$ cat src/rtl/bt_pkg.sv
// Shared definitions for the Bluetooth UART receive path: receiver FSM
// states, the default bit period and the ASCII digit range used for
// song selection.
package bt_pkg;

    typedef enum logic [1:0] {
        IDLE,
        START,
        DATA,
        STOP
    } rx_state_t;

    // 100 MHz clock divided down to 9600 baud.
    localparam int BIT_CYCLES_DEFAULT = 10417;

    localparam logic [7:0] ASCII_ZERO = 8'h30;
    localparam logic [7:0] ASCII_NINE = 8'h39;

    function automatic logic is_digit(input logic [7:0] b);
        return (b >= ASCII_ZERO) && (b <= ASCII_NINE);
    endfunction

endpackage

$ cat src/rtl/uart_rx_core.sv
// 8N1 UART receiver core: double-flop synchroniser on the RX pin followed
// by a mid-bit sampling FSM. Emits the received byte on data together with
// a one-cycle valid pulse, but only when the stop bit reads high.
module uart_rx_core
    import bt_pkg::*;
#(
    parameter int BIT_CYCLES  = BIT_CYCLES_DEFAULT,
    parameter int HALF_CYCLES = BIT_CYCLES / 2
) (
    input  logic       clk,
    input  logic       rst,
    input  logic       rxt,
    output logic [7:0] data,
    output logic       valid
);

    localparam logic [13:0] BIT_LAST  = 14'(BIT_CYCLES - 1);
    localparam logic [13:0] HALF_LAST = 14'(HALF_CYCLES - 1);

    logic        rx_m;
    logic        rx_s;
    rx_state_t   state;
    rx_state_t   state_next;
    logic [13:0] cnt;
    logic [13:0] cnt_next;
    logic [2:0]  idx;
    logic [2:0]  idx_next;
    logic [7:0]  shreg;
    logic [7:0]  shreg_next;
    logic        valid_next;

    // Bring the asynchronous RX pin into the clock domain; preset high so a
    // reset never looks like a start bit.
    always_ff @(posedge clk) begin
        if (!rst) begin
            rx_m <= 1'b1;
            rx_s <= 1'b1;
        end else begin
            rx_m <= rxt;
            rx_s <= rx_m;
        end
    end

    // Register the FSM state, bit timer, bit index, shift register and pulse.
    always_ff @(posedge clk) begin
        if (!rst) begin
            state <= IDLE;
            cnt   <= '0;
            idx   <= '0;
            shreg <= '0;
            valid <= 1'b0;
        end else begin
            state <= state_next;
            cnt   <= cnt_next;
            idx   <= idx_next;
            shreg <= shreg_next;
            valid <= valid_next;
        end
    end

    // Frame sequencing: confirm the start bit at its mid-point, then sample
    // each data bit and the stop bit one full bit period apart.
    always_comb begin
        state_next = state;
        cnt_next   = cnt;
        idx_next   = idx;
        shreg_next = shreg;
        valid_next = 1'b0;
        case (state)
            IDLE: begin
                if (!rx_s) begin
                    state_next = START;
                    cnt_next   = '0;
                end
            end
            START: begin
                if (cnt == HALF_LAST) begin
                    cnt_next = '0;
                    if (!rx_s) begin
                        state_next = DATA;
                        idx_next   = '0;
                    end else begin
                        state_next = IDLE;
                    end
                end else begin
                    cnt_next = cnt + 14'd1;
                end
            end
            DATA: begin
                if (cnt == BIT_LAST) begin
                    shreg_next[idx] = rx_s;
                    cnt_next        = '0;
                    if (idx == 3'd7) begin
                        state_next = STOP;
                    end else begin
                        idx_next = idx + 3'd1;
                    end
                end else begin
                    cnt_next = cnt + 14'd1;
                end
            end
            STOP: begin
                if (cnt == BIT_LAST) begin
                    valid_next = rx_s;
                    state_next = IDLE;
                    cnt_next   = '0;
                    idx_next   = '0;
                end else begin
                    cnt_next = cnt + 14'd1;
                end
            end
            default: begin
                state_next = IDLE;
                cnt_next   = '0;
                idx_next   = '0;
            end
        endcase
    end

    // shreg only changes in DATA, so it is stable while valid is high.
    assign data = shreg;

endmodule

$ cat src/rtl/bluetooth.sv
// Bluetooth serial front end for the piano game: receives 8N1 bytes, keeps
// the last good byte on out and turns ASCII digits '0'..'9' into a 4-bit
// song selection on choose.
module bluetooth
    import bt_pkg::*;
#(
    parameter int BIT_CYCLES  = BIT_CYCLES_DEFAULT,
    parameter int HALF_CYCLES = BIT_CYCLES / 2
) (
    input  logic       clk,
    input  logic       rst,
    input  logic       rxt,
    output logic [3:0] choose,
    output logic [7:0] out
);

    logic [7:0] rx_data;
    logic       rx_valid;

    uart_rx_core #(
        .BIT_CYCLES (BIT_CYCLES),
        .HALF_CYCLES(HALF_CYCLES)
    ) u_core (
        .clk  (clk),
        .rst  (rst),
        .rxt  (rxt),
        .data (rx_data),
        .valid(rx_valid)
    );

    // Latch each good byte; only digit bytes move the song selection.
    always_ff @(posedge clk) begin
        if (!rst) begin
            out    <= 8'h00;
            choose <= 4'h0;
        end else if (rx_valid) begin
            out <= rx_data;
            if (is_digit(rx_data)) begin
                choose <= 4'(rx_data - ASCII_ZERO);
            end
        end
    end

endmodule

$ cat config.mk
export PLATFORM = sky130hd
export DESIGN_NAME = bluetooth
export DESIGN_NICKNAME = d
export VERILOG_FILES = /design/src/rtl/bt_pkg.sv /design/src/rtl/uart_rx_core.sv /design/src/rtl/bluetooth.sv
export SDC_FILE = /design/constraint.sdc
export NUM_CORES = 1
export LEC_CHECK = 0
export ABC_CLOCK_PERIOD_IN_PS = 2400
export CORE_MARGIN = 2
export CORE_UTILIZATION = 40
export DETAILED_ROUTE_END_ITERATION = 10
export PLACE_DENSITY_LB_ADDON = 0.15
export SLEW_MARGIN = 20
export SYNTH_ARGS = -nofsm -noshare
export SYNTH_HDL_FRONTEND = slang
export SYNTH_SLANG_ARGS = --single-unit
$ cat constraint.sdc
create_clock -name clk -period 2.4 [get_ports clk]
set_input_delay 0.24 -clock clk [delete_from_list [all_inputs] [get_ports clk]]
set_output_delay 0.24 -clock clk [all_outputs]
set_load 0.01 [all_outputs]
==> metrics.md <==
| Metric | Value |
|---|---|
| Status | finished, final reports clean |
| Critical Path Sink Type | flop |
| Largest cells by area after synthesis | dfxtp_1, mux2i_1, nor2_1, nand3_1, nand2_1 |
| Fillers | 459 |
| Critical path launch point | u_core.cnt[0]$_SDFFE_PN0P_ |
| CTS tree | yes |
| Unique masters post-synth | 44 |
| Post-synthesis adder-cell area fraction | between 2 and 2.5% |
| Period utilization | 91.5% |
| Clock slew at reported path FFs | 0.08 ns |
| Mapped Nets | roughly 230 |
| CTS buffer count | 5 |
| Port buffer count | 14 |
| Total track usage | ~17% |
| Int Pwr | 950 uW |
| Top-area cell type share of the netlist area | a little over two fifths |
| Antenna cells | 0 |
| Buf/Inv on CP | 1 |
| # DRC | 0 |
| Pre-CTS WS | 0.226 ns |
| CP arrival | 2.38 ns |
| Critical Path Start Type | flop |
| Initial antenna violation count | 0 |
| Final ANT Viol Nets | 0 |
| Global placer's final weighted congestion | 0.825 |
| Sequential Power Share | between 50% and 60% |
| Slowest library cell on the worst path | or4_4 |
| Hold Violations, Final | 0 |
| Post-synth top area cell | dfxtp_1 |
| End-of-flow core utilization | between 40% and 50% |
| Layout cells sized above 1 | between 10% and 20% |
| Xor-xnor portion of the synthesized cell area | 0.869% |
| Hold Buf Count CTS | 0 |
| DR iter-0 viols | 132 |
| Seq/Total Area, Yosys | 41.7% |
| Peak Freq | 455 MHz |
| CP Max Fanout | 4 |
| Die Wd | between 70 and 80 microns |
| Top cells by count, synth | dfxtp_1, nor2_1, mux2i_1 |
| Core area | 4790 sq um |
| Crit path largest cell delay | 0.57 ns |
| Drt pass-1 iters | 4 |
| Power Dens Cells | 524 nW/um^2 |
| Primary FF master, synth | dfxtp_1 |
| Clock skew | around 0.0035 ns |
| Worst reg2reg startpoint | u_core.cnt[0]$_SDFFE_PN0P_ |
| Synth Area in Compound Gates | a little under a tenth |
| Crit path cell chain | inv_1, ha_1, or2b_2, or4_4, nor4_1, mux2i_1, nor2_1 |
| Nets | 254 |
| Worst slew margin | 53.7% |
| Max Slew Vio Count | 0 |
| CP Class | reg2reg |
| # IOs | 15 |
| Max VDD drop | between 0.0002 and 0.0003 V |
| Dpl hpwl | 2.99 mm |
| Syn Std Cell Area | 2020 sq um |
| Worst min path class | reg2reg |
| Final setup vio count | 0 |
| Global-route wire length before repair | roughly 7.4 mm |
| Hold wc startpoint | u_core.rx_m$_SDFF_PN1_ |
| Most frequent cell after synthesis | dfxtp_1 |
| Total Power | 1240 uW |
| Tightest Pin Transition | 0.692 ns |
| Comb power frac | 4.1% |
| Clock Latency Late Sink | 0.30 ns |
| Clock Path Buffers | 2 |
| Fraction of registers with async set/reset | 0% |
| Average size of a mapped cell | 9.00 sq um |
| Largest family of logic cells by synthesized area | simple AND/OR/NAND/NOR gates |
| Setup WS post-layout | 0.203 ns |
| CP top delay family | simple AND/OR/NAND/NOR gates |
| Cells after synthesis | 224 |
| CTS root buffer | clkbuf_8 |
| Post-CTS Setup Bufs | 0 |
| Switching power | 289 uW |
| Die H | 75.0 microns |
| Post-Layout Cell Count | between 300 and 400 |
| Post-synthesis mux area share | 12.4% |
| Final setup TNS | 0 ns |
| CP Data Required Time | ~2.6 ns |
| Max cap viols | 0 |
| Die ar. | 5620 sq um |
| YS warnings | 0 |
| Leak | 0.000859 uW |
| Placed insts | 307 |
| Vias post-DR | 1670 |
| Layout area overhead | 17.3% |
| Unrepaired setup endpoints after global routing | no |
| Synth Area in Simple Gates | ~30% |
| Clock power frac | 39.0% |
| WL/cell | 13.4 microns |
| CTS H-Tree Depth | 2 |
| Drt via density | 5.30 |
| PostCTS Resize Cnt | 0 |
| Post-synth EDFFs | 0 |
| Clock Sink Count | between 40 and 50 |
| Rows | 25 |
| Net Sw Frac | 23.3% |
| Starting Density | 42.1% |
| Post-layout min period | 2.20 ns |
| Drt total wl | between 4 and 5 mm |
| Synth Register Bits | 42 |
| Pin count of the biggest net entering global routing | 30 |
| Vias in the first global route | approximately 1500 |
| Grt ovf | 0 |
-- state kept, by name, indices dropped and copies added, names as in the netlist, named ones only --
name / cells
u_core.rx_s: 1
u_core.state: 1
u_core.data: 8
u_core.idx: 3
choose: 4
u_core.rx_m: 1
u_core.valid: 1
out: 8
u_core.cnt: 14
-- power by group through the flow --
stage                     logic (uW)  clock network (uW)  registers [uW]
final                           50.8                 483             705
after global routing            57.3                 523             706
after CTS                       51.3                 493             705
after detailed placement        51.1                   0             722
after global placement          50.5                   0             722
after floorplan                 38.0                   0             719
-- cells by family after synthesis --
logic type / Yosys count
AOI/OAI and AO/OA: 27
xor gates and xnor gates: 2
adders and majority gates: 4
buffers and inverters: 16
DFF: 42
muxes: 25
and+or+nand+nor: 108
-- cell type report --
class                   instances  area [sq um]  share of cell area [%]
well taps                      67          83.8                    3.55
multi-input cells             166          1090                    46.2
clock inverters                 2          12.5                   0.529
clock buffers                   6          82.6                    3.49
repair buffers                 26           230                    9.74
flip-flops and latches         42           841                    35.6
inverters                       6          22.5                   0.953
-- metal layers --
layer | track usage, % | part of all wire [%] | up-vias | wire length [microns]
li1 | - | - | 853 | -
met1 | 26.7 | 54 | 776 | 2270
met2 | 23.3 | 41 | 33 | 1740
met3 | 4.55 | 3.3 | 8 | 141
met4 | 6.55 | 1.8 | 0 | 76
met5 | 0 | 0 | - | 0
-- worst paths after layout --
kind	to	slack, ns	depth (start not counted)
hold reg to reg	u_core.rx_s$_SDFF_PN1_	0.42	1
setup / recovery	u_core.data[5]$_SDFFE_PN0P_	0.20	7
hold / removal	u_core.rx_s$_SDFF_PN1_	0.42	1
setup reg to reg	u_core.data[5]$_SDFFE_PN0P_	0.20	7
-- stage by stage --
stage	instance area (sq um)	hold slack, ns
5_1_grt	2360	0.468
2_1_floorplan	2020	0.341
6_report	2360	0.417
3_3_place_gp	2270	0.392
3_5_place_dp	2270	0.398
4_1_cts	2360	0.421
-- placed cells by master (no fill, tap or decap), drive strengths merged, types with 2 or more instances in the layout --
cell and count:
nand3b 2, and2 2, nand2 15, nor2 35, ha 4, buf 12, o2bb2ai 2, mux2i 25
nor4 4, clkdlybuf4s50 14, nor3 4, or4b 2, or2b 2, xnor2 2, nand2b 4, a22o 3
nand3 17, nor2b 3, and3 5, nand4 4, and4 2, dfxtp 42, o21ai 3, clkbuf 6
nor4b 2, inv 6, a31oi 6, a21oi 6
No activity file was read; power rests on OpenSTA's default activity.
